--- config.mk ---
export PLATFORM = sky130hd
export DESIGN_NAME = rega_zone_sequencer
export DESIGN_NICKNAME = d
export VERILOG_FILES = /design/src/rtl/rega_zone_sequencer_pkg.sv /design/src/rtl/rega_tick_prescaler.sv /design/src/rtl/rega_zone_sequencer.sv
export SDC_FILE = /design/constraint.sdc
export NUM_CORES = 1
export LEC_CHECK = 0
export ABC_AREA = 1
export CELL_PAD_IN_SITES_DETAIL_PLACEMENT = 0
export CELL_PAD_IN_SITES_GLOBAL_PLACEMENT = 2
export CORE_MARGIN = 1.5
export CORE_UTILIZATION = 37
export DETAILED_ROUTE_END_ITERATION = 8
export HOLD_SLACK_MARGIN = 0.12
export PLACE_DENSITY = 0.8
export SLEW_MARGIN = 15
export SYNTH_ARGS = -nofsm -noshare
export SYNTH_HDL_FRONTEND = slang
export SYNTH_SLANG_ARGS = --single-unit
--- constraint.sdc ---
create_clock -name clk -period 4.7 [get_ports clk]
set_input_delay 0.94 -clock clk [delete_from_list [all_inputs] [get_ports clk]]
set_output_delay 0.94 -clock clk [all_outputs]
set_load 0.01 [all_outputs]
--- src/rtl/rega_zone_sequencer_pkg.sv ---
// rtl/rega_zone_sequencer_pkg.sv - shared state encoding, selector constant and zone search helper
package rega_zone_sequencer_pkg;

    localparam int ZONES = 7;

    localparam logic [2:0] ST_IDLE   = 3'd0;
    localparam logic [2:0] ST_SELECT = 3'd1;
    localparam logic [2:0] ST_WATER  = 3'd2;
    localparam logic [2:0] ST_GAP    = 3'd3;
    localparam logic [2:0] ST_DONE   = 3'd4;

    localparam logic [2:0] SEL_NONE = 3'b000;

    // Returns {found, index} of the lowest set mask bit at or above ptr; ptr = 7 finds nothing.
    function automatic logic [3:0] find_zone(input logic [ZONES-1:0] mask, input logic [2:0] ptr);
        logic [3:0] res;
        res = 4'b0000;
        for (int i = ZONES - 1; i >= 0; i--) begin
            if (mask[i] && (3'(i) >= ptr)) begin
                res = {1'b1, 3'(i)};
            end
        end
        return res;
    endfunction

endpackage

--- src/rtl/rega_tick_prescaler.sv ---
// rtl/rega_tick_prescaler.sv - free-running 0..TICK_DIV-1 counter with a one-cycle tick on wrap
module rega_tick_prescaler #(
    parameter int TICK_DIV = 1000
) (
    input  logic clk,
    input  logic reset,
    input  logic clear,
    output logic tick
);

    localparam int CNT_W = (TICK_DIV > 1) ? $clog2(TICK_DIV) : 1;
    localparam logic [CNT_W-1:0] CNT_LAST = CNT_W'(TICK_DIV - 1);

    logic [CNT_W-1:0] cnt_q;
    logic [CNT_W-1:0] cnt_d;

    always_comb begin
        cnt_d = cnt_q + 1'b1;
        if (clear || (cnt_q == CNT_LAST)) begin
            cnt_d = '0;
        end
    end

    assign tick = !clear && (cnt_q == CNT_LAST);

    always_ff @(posedge clk or posedge reset) begin
        if (reset) begin
            cnt_q <= '0;
        end else begin
            cnt_q <= cnt_d;
        end
    end

endmodule

--- src/rtl/rega_zone_sequencer.sv ---
// rtl/rega_zone_sequencer.sv - irrigation zone sequencer driving a 1-to-7 valve demux
// Optional REGA_ZONE_GAP_EN inserts a GAP_CYCLES settle gap after every watered zone.
module rega_zone_sequencer
    import rega_zone_sequencer_pkg::*;
#(
    parameter int TICK_DIV   = 1000,
    parameter int DUR_W      = 8,
    parameter int GAP_CYCLES = 16
) (
    input  logic             clk,
    input  logic             reset,
    input  logic             start,
    input  logic             stop,
    input  logic [6:0]       zone_mask,
    input  logic [DUR_W-1:0] duration,
    output logic [2:0]       S,
    output logic             valve_en,
    output logic             busy,
    output logic             done
);

    logic [2:0]       state_q, state_d;
    logic [6:0]       mask_q, mask_d;
    logic [DUR_W-1:0] dur_q, dur_d;
    logic [DUR_W-1:0] dur_cnt_q, dur_cnt_d;
    logic [2:0]       ptr_q, ptr_d;
    logic [2:0]       s_q, s_d;
    logic             valve_en_q, valve_en_d;
    logic             busy_q, busy_d;
    logic             done_q, done_d;

    logic [3:0] search;
    logic       found;
    logic [2:0] found_idx;
    logic       tick;

`ifdef REGA_ZONE_GAP_EN
    localparam int GAP_W = (GAP_CYCLES > 1) ? $clog2(GAP_CYCLES) : 1;
    logic [GAP_W-1:0] gap_cnt_q, gap_cnt_d;
`else
    logic unused_gap_cycles;
    assign unused_gap_cycles = (GAP_CYCLES != 0);
`endif

    assign search    = find_zone(mask_q, ptr_q);
    assign found     = search[3];
    assign found_idx = search[2:0];

    rega_tick_prescaler #(
        .TICK_DIV(TICK_DIV)
    ) u_prescaler (
        .clk  (clk),
        .reset(reset),
        .clear(state_q != ST_WATER),
        .tick (tick)
    );

    always_ff @(posedge clk or posedge reset) begin
        if (reset) begin
            state_q    <= ST_IDLE;
            mask_q     <= '0;
            dur_q      <= '0;
            dur_cnt_q  <= '0;
            ptr_q      <= '0;
            s_q        <= SEL_NONE;
            valve_en_q <= 1'b0;
            busy_q     <= 1'b0;
            done_q     <= 1'b0;
`ifdef REGA_ZONE_GAP_EN
            gap_cnt_q  <= '0;
`endif
        end else begin
            state_q    <= state_d;
            mask_q     <= mask_d;
            dur_q      <= dur_d;
            dur_cnt_q  <= dur_cnt_d;
            ptr_q      <= ptr_d;
            s_q        <= s_d;
            valve_en_q <= valve_en_d;
            busy_q     <= busy_d;
            done_q     <= done_d;
`ifdef REGA_ZONE_GAP_EN
            gap_cnt_q  <= gap_cnt_d;
`endif
        end
    end

    always_comb begin
        state_d   = state_q;
        mask_d    = mask_q;
        dur_d     = dur_q;
        dur_cnt_d = dur_cnt_q;
        ptr_d     = ptr_q;
`ifdef REGA_ZONE_GAP_EN
        gap_cnt_d = gap_cnt_q;
`endif
        case (state_q)
            ST_IDLE: begin
                if (start && !stop) begin
                    mask_d  = zone_mask;
                    dur_d   = duration;
                    ptr_d   = '0;
                    state_d = ST_SELECT;
                end
            end
            ST_SELECT: begin
                if (found && (dur_q != '0)) begin
                    ptr_d     = found_idx + 3'd1;
                    dur_cnt_d = dur_q;
                    state_d   = ST_WATER;
                end else begin
                    state_d = ST_DONE;
                end
            end
            ST_WATER: begin
                if (tick) begin
                    dur_cnt_d = dur_cnt_q - 1'b1;
                    if (dur_cnt_q == DUR_W'(1)) begin
`ifdef REGA_ZONE_GAP_EN
                        gap_cnt_d = GAP_W'(GAP_CYCLES - 1);
                        state_d   = ST_GAP;
`else
                        state_d   = ST_SELECT;
`endif
                    end
                end
            end
`ifdef REGA_ZONE_GAP_EN
            ST_GAP: begin
                if (gap_cnt_q == '0) begin
                    state_d = ST_SELECT;
                end else begin
                    gap_cnt_d = gap_cnt_q - 1'b1;
                end
            end
`endif
            ST_DONE: state_d = ST_IDLE;
            default: state_d = ST_IDLE;
        endcase
        // Abort wins over every other transition, including the DONE pulse.
        if (stop && (state_q != ST_IDLE)) begin
            state_d = ST_IDLE;
        end
    end

    // Outputs are registered from the next state, so they change on the same edge as the state.
    always_comb begin
        s_d        = SEL_NONE;
        valve_en_d = 1'b0;
        if (state_d == ST_WATER) begin
            valve_en_d = 1'b1;
            s_d        = (state_q == ST_WATER) ? s_q : (found_idx + 3'd1);
        end
        done_d = (state_d == ST_DONE);
        busy_d = (state_d != ST_IDLE);
    end

    assign S        = s_q;
    assign valve_en = valve_en_q;
    assign busy     = busy_q;
    assign done     = done_q;

endmodule

Word-level counts from Yosys, hierarchy flattened
Cells that the tools add are included.
W data, S select, Z words.
{"block": "totals", "input_bits": 19, "regBits": 45}
{"block": "classes", "magnitude_cmp": 7, "n_addsub": 3, "eq_ne": 11, "reduce_logical": 23, "mux": 23}
{"cell": "$mux W4", "count": 7}
{"cell": "$mux W3", "count": 9}
{"cell": "$mux W8", "count": 2}
{"cell": "$pmux W8 S2", "count": 1}
{"cell": "$logic_and A1 B1 Y1", "count": 11}
{"cell": "$add A10 B1 Y10 const B", "count": 1}
{"cell": "$eq A10 B10 Y1 const B", "count": 1}
{"cell": "$mux W10", "count": 1}
{"cell": "$ge A3 B3 Y1 const A", "count": 3}
{"cell": "$pmux W3 S3", "count": 1}
{"cell": "$eq A8 B1 Y1 const B", "count": 1}
{"cell": "$ne A2 B2 Y1 const B", "count": 4}
{"cell": "$reduce_bool A8 Y1", "count": 1}
{"cell": "$sub A8 B1 Y8 const B", "count": 1}
{"cell": "$eq A3 B2 Y1 const B", "count": 2}
{"cell": "$ge A1 B3 Y1 const A", "count": 2}
{"cell": "$ge A2 B3 Y1 const A", "count": 2}
{"cell": "$pmux W3 S2", "count": 1}
{"cell": "$reduce_and A3 Y1", "count": 2}
{"cell": "$reduce_bool A3 Y1", "count": 2}
{"cell": "$reduce_bool A2 Y1", "count": 2}
{"cell": "$add A3 B1 Y3 const B", "count": 1}
{"cell": "$eq A3 B1 Y1 const B", "count": 1}
{"cell": "$eq A3 B3 Y1 const B", "count": 1}
{"cell": "6 further kinds", "count": 7}

Depth between registers and ports, before layout
Gate-level depths: netlist of run 1.
{"block": "depth", "ltp_word": 15, "ltp_mapped": 16, "depth_no_buf": 16}

Cells and area by module
From an unflattened synthesis of run 1, not the netlist that was laid out.
{"block": "unflattened", "cells_unflattened": 296, "area_unflattened_um2": 2454.9}
{"module": "rega_zone_sequencer", "seq_area_each_um2": 875.8, "cells_each": 225, "instances": 1, "area_per_inst_um2": 1883.1}
{"module": "rega_tick_prescaler", "seq_area_each_um2": 250.2, "cells_each": 71, "instances": 1, "area_per_inst_um2": 571.8}

Least setup slack after synthesis of run 1
No wires, ideal clock.
{"block": "synth_path", "path_type": "input to register", "startpoint": "in stop", "endpoint": "reg dur_q[0]", "stages": 4, "path_slack_ns": 2.986, "required_time_ns": 4.575, "n_path_buf": 1, "setup_time_ns": 0.125, "arrival_ns": 1.589, "cell_sequence": "inv_1 -> nand3_1 -> buf_2 -> mux2_2"}
{"block": "synth_via", "elab_chain_len": 3}
{"element": "from (decl)", "line": "rega_zone_sequencer.sv:13", "rtl": "input logic stop,"}
{"element": "$logic_not A1 Y1", "line": "rega_zone_sequencer.sv:99", "rtl": "if (start && !stop) begin"}
{"element": "$logic_and A1 B1 Y1", "line": "rega_zone_sequencer.sv:99"}
{"element": "$reduce_and A2 Y1 (no line)"}
{"element": "to (signal assigned)", "line": "rega_zone_sequencer.sv:75", "rtl": "dur_q <= dur_d;"}
{"element": "to (decl)", "line": "rega_zone_sequencer.sv:24", "rtl": "logic [DUR_W-1:0] dur_q, dur_d;"}
No other way between the ends.
A chain may end at the register's enable or synchronous reset.

Worst setup path in the final report of run 1
{"block": "layout_path", "startpoint": "in stop", "endpoint": "reg dur_q[6]"}
Same word-level chain as after synthesis.

==> run metrics, run 1 <==
Crit path required time 4890 ps; synthesized net count 306; GP Congestion 0.759; post-synthesis xor/xnor area fraction 0.00359; Die Y 84.2 um; drt via density ~4.8; met2 WL 2260 um; Layout fillers 639; Max Cap Violations 0; worst-skew pair later-pin latency 300 ps; synth top area cells dfrtp_1, nand2_1, nand2_2; main combinational cell family by area after synthesis simple AND/OR/NAND/NOR gates; reg-to-reg critical path startpoint state_q[0]$_DFF_PP0_; R2R Setup Slk about 2600 ps; top sig layer met4; initial cell density of the core 0.384; Congestion Overflow GR 0; Yosys reg bits 45; Syn Area/Cell about 8.6 um^2; Clock Path Buffers 2; initial antenna violation count 0; area fraction in compound gates after synthesis 0.0518; measured slew at the worst slew-check pin about 970 ps; Area Overhead vs Synth 16.0%; die width 84.2 um; crit start category primary input; share of layout cells above drive strength 1 0.190; pre-CTS WS 1830 ps; min Tclk post-route 2500 ps; H-tree depth 2; n_diodes 0; Final #Nets 332; Reg area about 1100 um^2; Final Max Slew Viols 0; cell area after synthesis roughly 2400 um^2; Leak Pwr 0.00138 uW; vias in the first global route around 1,900; Routed Antenna Nets 0; Post-CTS Resized 0; TritonCTS clock tree built; sequential area share after synthesis 0.462; WL per Instance 12.6 um; reg2reg path depth 5; Final Hold Vio Count 0; Vias 1,843; hold_buf cts 0; fmax 0.400 GHz; reg-to-reg endpoint dur_q[6]$_DFFE_PP0P_; Synth area leader dfrtp_1; RSZ-0062 raised after global routing no; utilization after layout 0.445; Rows 29; HPWL after detailed placement around 3500 um; Ports 25; post-synthesis adder-cell area fraction 0.0205; TritonRoute pass-1 iters 4; clock skew 6.20 ps; Die ar. about 7000 um^2; first-pass GRT wire length 8780 um; Max VDD drop approximately 0.23 mV; root buffer cell clkbuf_8; count of cell types in the netlist 31; drc violations 0; Setup TNS Final 0 ps; hold path start u_prescaler.cnt_q[0]$_DFF_PP0_; top-area cell type share of the netlist area 0.462; 1st-iter DRT viols 66; largest net degree at the start of global routing 46; Routed met3 length 130 um; WHS Path Cells 1; Period Utilization, post-route 0.532; area of the core 6350 um^2; pwr/cell area 573 nW/um^2; status completed; fin worst setup slack 2200 ps; Global Route Usage Sum 0.155; type of the worst setup path in2reg; # Post-CTS Setup Buffers 0; hold worst-path end u_prescaler.cnt_q[0]$_DFF_PP0_; area of the multi-input gates around 1100 um^2; arrival time at the worst endpoint 2690 ps; mux contribution to synthesized area 0.0647; # port buffers 24; Max transition margin 0.350; clk sinks 45; DRT met1 WL between 2000 and 2500 um; worst min path class reg2reg; Ys Warns 0; CTS buffer count 5; Gate Count Post-Synth 283; crit path max fanout 20; Crit. End Element flop; final setup fails 0; Worst-path clk slew 90 ps; post-synthesis simple-gate area fraction 0.324; wirelength, routed 4890 um
layer usage:
metal  up-vias  track usage
li1        951            -
met1       865        0.210
met2        23        0.252
met3         4       0.0324
met4         0       0.0402
met5         -            0
cell usage after synthesis:
library cell  count
nor2_4            2
nor2_2            2
nor2_1           31
nand2_1          51
dfrtp_1          45
inv_1            34
buf_2             3
nand2_2          22
o21ai_0          10
o211ai_1          1
or2_2             1
nand2_8           2
buf_8             1
a21boi_0          1
clkinv_2          1
mux2_2           10
or2_0             1
ha_1              4
nand3_2           3
a31oi_1           1
inv_2             3
nor3_1            3
mux2_1            4
nand4_1           5
xor2_1            1
nand4_2           1
nand2_4           3
a21oi_1           8
nand3_1          27
o21a_4            1
clkbuf_1          1
layout by cell type (no fill, tap or decap), types with 4 or more instances in the layout:
master / instances
nand2_1: 51
mux2_2: 10
o21ai_0: 10
nand3_1: 27
inv_1: 33
ha_1: 4
nor2_1: 31
a21oi_1: 8
clkdlybuf4s50_1: 24
nand4_1: 5
clkbuf_8: 5
inv_2: 4
dfrtp_1: 45
nand2_2: 22
mux2_1: 4
how the worst max path moves through the flow:
stage | startpoint | endpoint | slack (ps)
CTS | stop | dur_q[6]$_DFFE_PP0P_ | 2150
global route | stop | dur_q[2]$_DFFE_PP0P_ | 2080
global placement | stop | dur_q[6]$_DFFE_PP0P_ | 1860
detailed placement | stop | dur_q[6]$_DFFE_PP0P_ | 1830
finish | stop | dur_q[6]$_DFFE_PP0P_ | 2200
floorplan | reset | S[0]$_DFFE_PP0P_ | 2700
where the power goes:
group,switching (uW),internal (uW)
sequential,105,521
combinational,445,303
clock,140,105
per-stage QoR:
step                      hold WS (ps)  power (uW)  cell area, um^2  cells
final                              473        1620             2830    387
after global routing               501        1800             2830    387
after CTS                          477        1650             2830    387
after detailed placement           464        1390             2740    379
after global placement             460        1390             2740    379
after floorplan                    431        1220             2440    283
area by class of cell:
cell class              count  area share
clock buffers               6      0.0257
clock inverters             2     0.00531
inverters                  38      0.0509
multi-input cells         195       0.401
flip-flops and latches     45       0.398
well taps                  77      0.0341
repair buffers             24      0.0850
sequential cells by signal (all words and copies together) (netlist names):
signal	count
busy	1
state_q	3
dur_cnt_q	8
valve_en	1
ptr_q	3
u_prescaler.cnt_q	10
dur_q	8
S	3
done	1
mask_q	7
kinds of logic after synthesis:
group	after synthesis
simple gates	154
fa+ha+maj	4
flops	45
buf+inv	43
xor+xnor	1
mux	14
compound gates	22
worst max-delay path: stages:
cell and delay, ps:
clkdlybuf4s50_1 400, inv_1 70, nand3_1 680, mux2_1 600
(Power assumes the default switching activity.)
==> inputs of run 2 (changes only) <==
--- a/config.mk
+++ b/config.mk
@@ -9,10 +9,10 @@
 export CELL_PAD_IN_SITES_DETAIL_PLACEMENT = 0
 export CELL_PAD_IN_SITES_GLOBAL_PLACEMENT = 2
 export CORE_MARGIN = 1.5
-export CORE_UTILIZATION = 37
+export CORE_UTILIZATION = 34
 export DETAILED_ROUTE_END_ITERATION = 8
 export HOLD_SLACK_MARGIN = 0.12
-export PLACE_DENSITY = 0.8
+export PLACE_DENSITY = 0.74
 export SLEW_MARGIN = 15
 export SYNTH_ARGS = -nofsm -noshare
 export SYNTH_HDL_FRONTEND = slang
==> constraint.sdc (replaced) <==
create_clock -name clk -period 2.39 [get_ports clk]
set_input_delay 0.478 -clock clk [delete_from_list [all_inputs] [get_ports clk]]
set_output_delay 0.478 -clock clk [all_outputs]
set_load 0.01 [all_outputs]
==> run metrics, run 2 (synthesis results as in run 1) <==
vias in the first global route between 1,500 and 2,000; min Tclk post-route 1760 ps; Crit. End Element flop; Final Max Slew Viols 0; met1 Usage GRT 0.201; root buffer cell clkbuf_8; Comb power frac 0.454; Final #Nets roughly 340; hold_buf cts 0; clock share of power 0.169; Congestion Overflow GR 0; clock skew 4.60 ps; drt via density ~4.5; Clock Path Buffers 2; Post-CTS Resized 0; # Post-CTS Setup Buffers 0; Leak Pwr approximately 0.0014 uW; Global Route Usage Sum 0.146; TritonRoute pass-1 iters 4; measured slew at the worst slew-check pin 467 ps; area of the core 6870 um^2; Die Y 87.7 um; most used routing layer met2; die width 87.7 um; type of the worst setup path reg2reg; Ports 25; Die ar. around 7700 um^2; # port buffers 24; Setup TNS Final 0 ps; worst-skew pair later-pin latency 300 ps; n_diodes 0; TritonCTS clock tree built; Pint 1950 uW; crit path max fanout 6; RSZ-0062 raised after global routing no; share of layout cells above drive strength 1 0.199; H-tree depth 2; most common cell after layout, fill and taps aside nand2_1; Final Hold Vio Count 0; fin worst setup slack 626 ps; Top reg by flops u_prescaler.cnt_q; largest net degree at the start of global routing 25; worst min path class reg2reg; Worst-path clk slew 80 ps; final setup fails 0; Max VDD drop between 0.4 and 0.5 mV; arrival time at the worst endpoint 1990 ps; pre-CTS WS 452 ps; first-pass GRT wire length roughly 8500 um; Net Sw Power 1370 uW; wirelength, routed slightly above 5000 um; Max Cap Violations 0; 1st-iter DRT viols 68; initial cell density of the core 0.355; M3 GR Usage 0.0396; drc violations 0; most frequent cells in the layout nand2_1, dfrtp_1, inv_1; GP Congestion 0.754; initial antenna violation count 0; status completed; sw frac 0.413; Rows 30; crit start category flop; Max transition margin 0.688; global-route track usage on met2 0.224; fmax 0.567 GHz; CTS buffer count 5; number of flip-flops in the largest register 10; Period Utilization, post-route 0.738; Largest regs u_prescaler.cnt_q: 10 flops, dur_cnt_q: 8 flops, dur_q: 8 flops; Crit path required time 2620 ps; pwr/cell area around 1100 nW/um^2; Routed Antenna Nets 0; WL per Instance between 10 and 15 um; HPWL after detailed placement 3890 um; Area Overhead vs Synth 19.6%; Vias 1,826; Seq pwr share 0.377; clk sinks 45
==> run 2: cell type report <==
cell class | count | area [um^2]
inverters | 38 | 144
clock inverters | 2 | 35.0
repair buffers | 27 | 288
clock buffers | 5 | 68.8
flip-flops and latches | 45 | 1130
well taps | 96 | 120
fillers | 713 | 3950
multi-input cells | 195 | 1130
==> run 2: final timing paths <==
check | slack [ps] | cells past startpoint | start | end
worst max-delay path | 630 | 13 | ptr_q[2]$_DFFE_PP0P_ | S[1]$_DFFE_PP0P_
worst min-delay path | 460 | 1 | u_prescaler.cnt_q[0]$_DFF_PP0_ | u_prescaler.cnt_q[0]$_DFF_PP0_
worst max register to register | 630 | 13 | ptr_q[2]$_DFFE_PP0P_ | S[1]$_DFFE_PP0P_
worst min register to register | 460 | 1 | u_prescaler.cnt_q[0]$_DFF_PP0_ | u_prescaler.cnt_q[0]$_DFF_PP0_
max in group asynchronous | 1400 | 3 | reset | dur_cnt_q[5]$_DFFE_PP0P_
min in group asynchronous | 510 | 2 | reset | mask_q[0]$_DFFE_PP0P_
==> run 2: critical path: stages, from the launching register on <==
cell	delay [ps]
dfrtp_1	450
nand2_1	140
nand3_2	120
nand2_1	80
nand2_1	40
nand2_1	50
nand2_1	40
nand2_1	80
inv_1	60
ha_1	280
inv_1	50
o21ai_0	150
inv_1	50
nor2_1	100
==> run 2: per-layer routing <==
metal  vias to the layer above  routed length, um
li1                        958                  -
met1                       836               2600
met2                        23               2190
met3                         9                149
met4                         0                 87
met5                         -                  0
==> run 2: power groups by stage <==
stage	Combinational [uW]	Sequential [uW]	Clock [uW]
finish	1500	1250	559
global route	1720	1290	608
global placement	1530	1270	0
CTS	1530	1260	586
floorplan	1190	1200	0
detailed placement	1530	1270	0
==> run 2: metrics by stage <==
stage	utilization	area (um^2)	std cells	hold WS (ps)	total power (uW)
2_1_floorplan	-	2440	283	431	2390
3_3_place_gp	0.409	2810	401	456	2800
4_1_cts	0.424	2920	408	465	3370
6_report	0.424	2920	408	459	3310
3_5_place_dp	0.409	2810	401	454	2790
5_1_grt	0.424	2920	408	487	3620
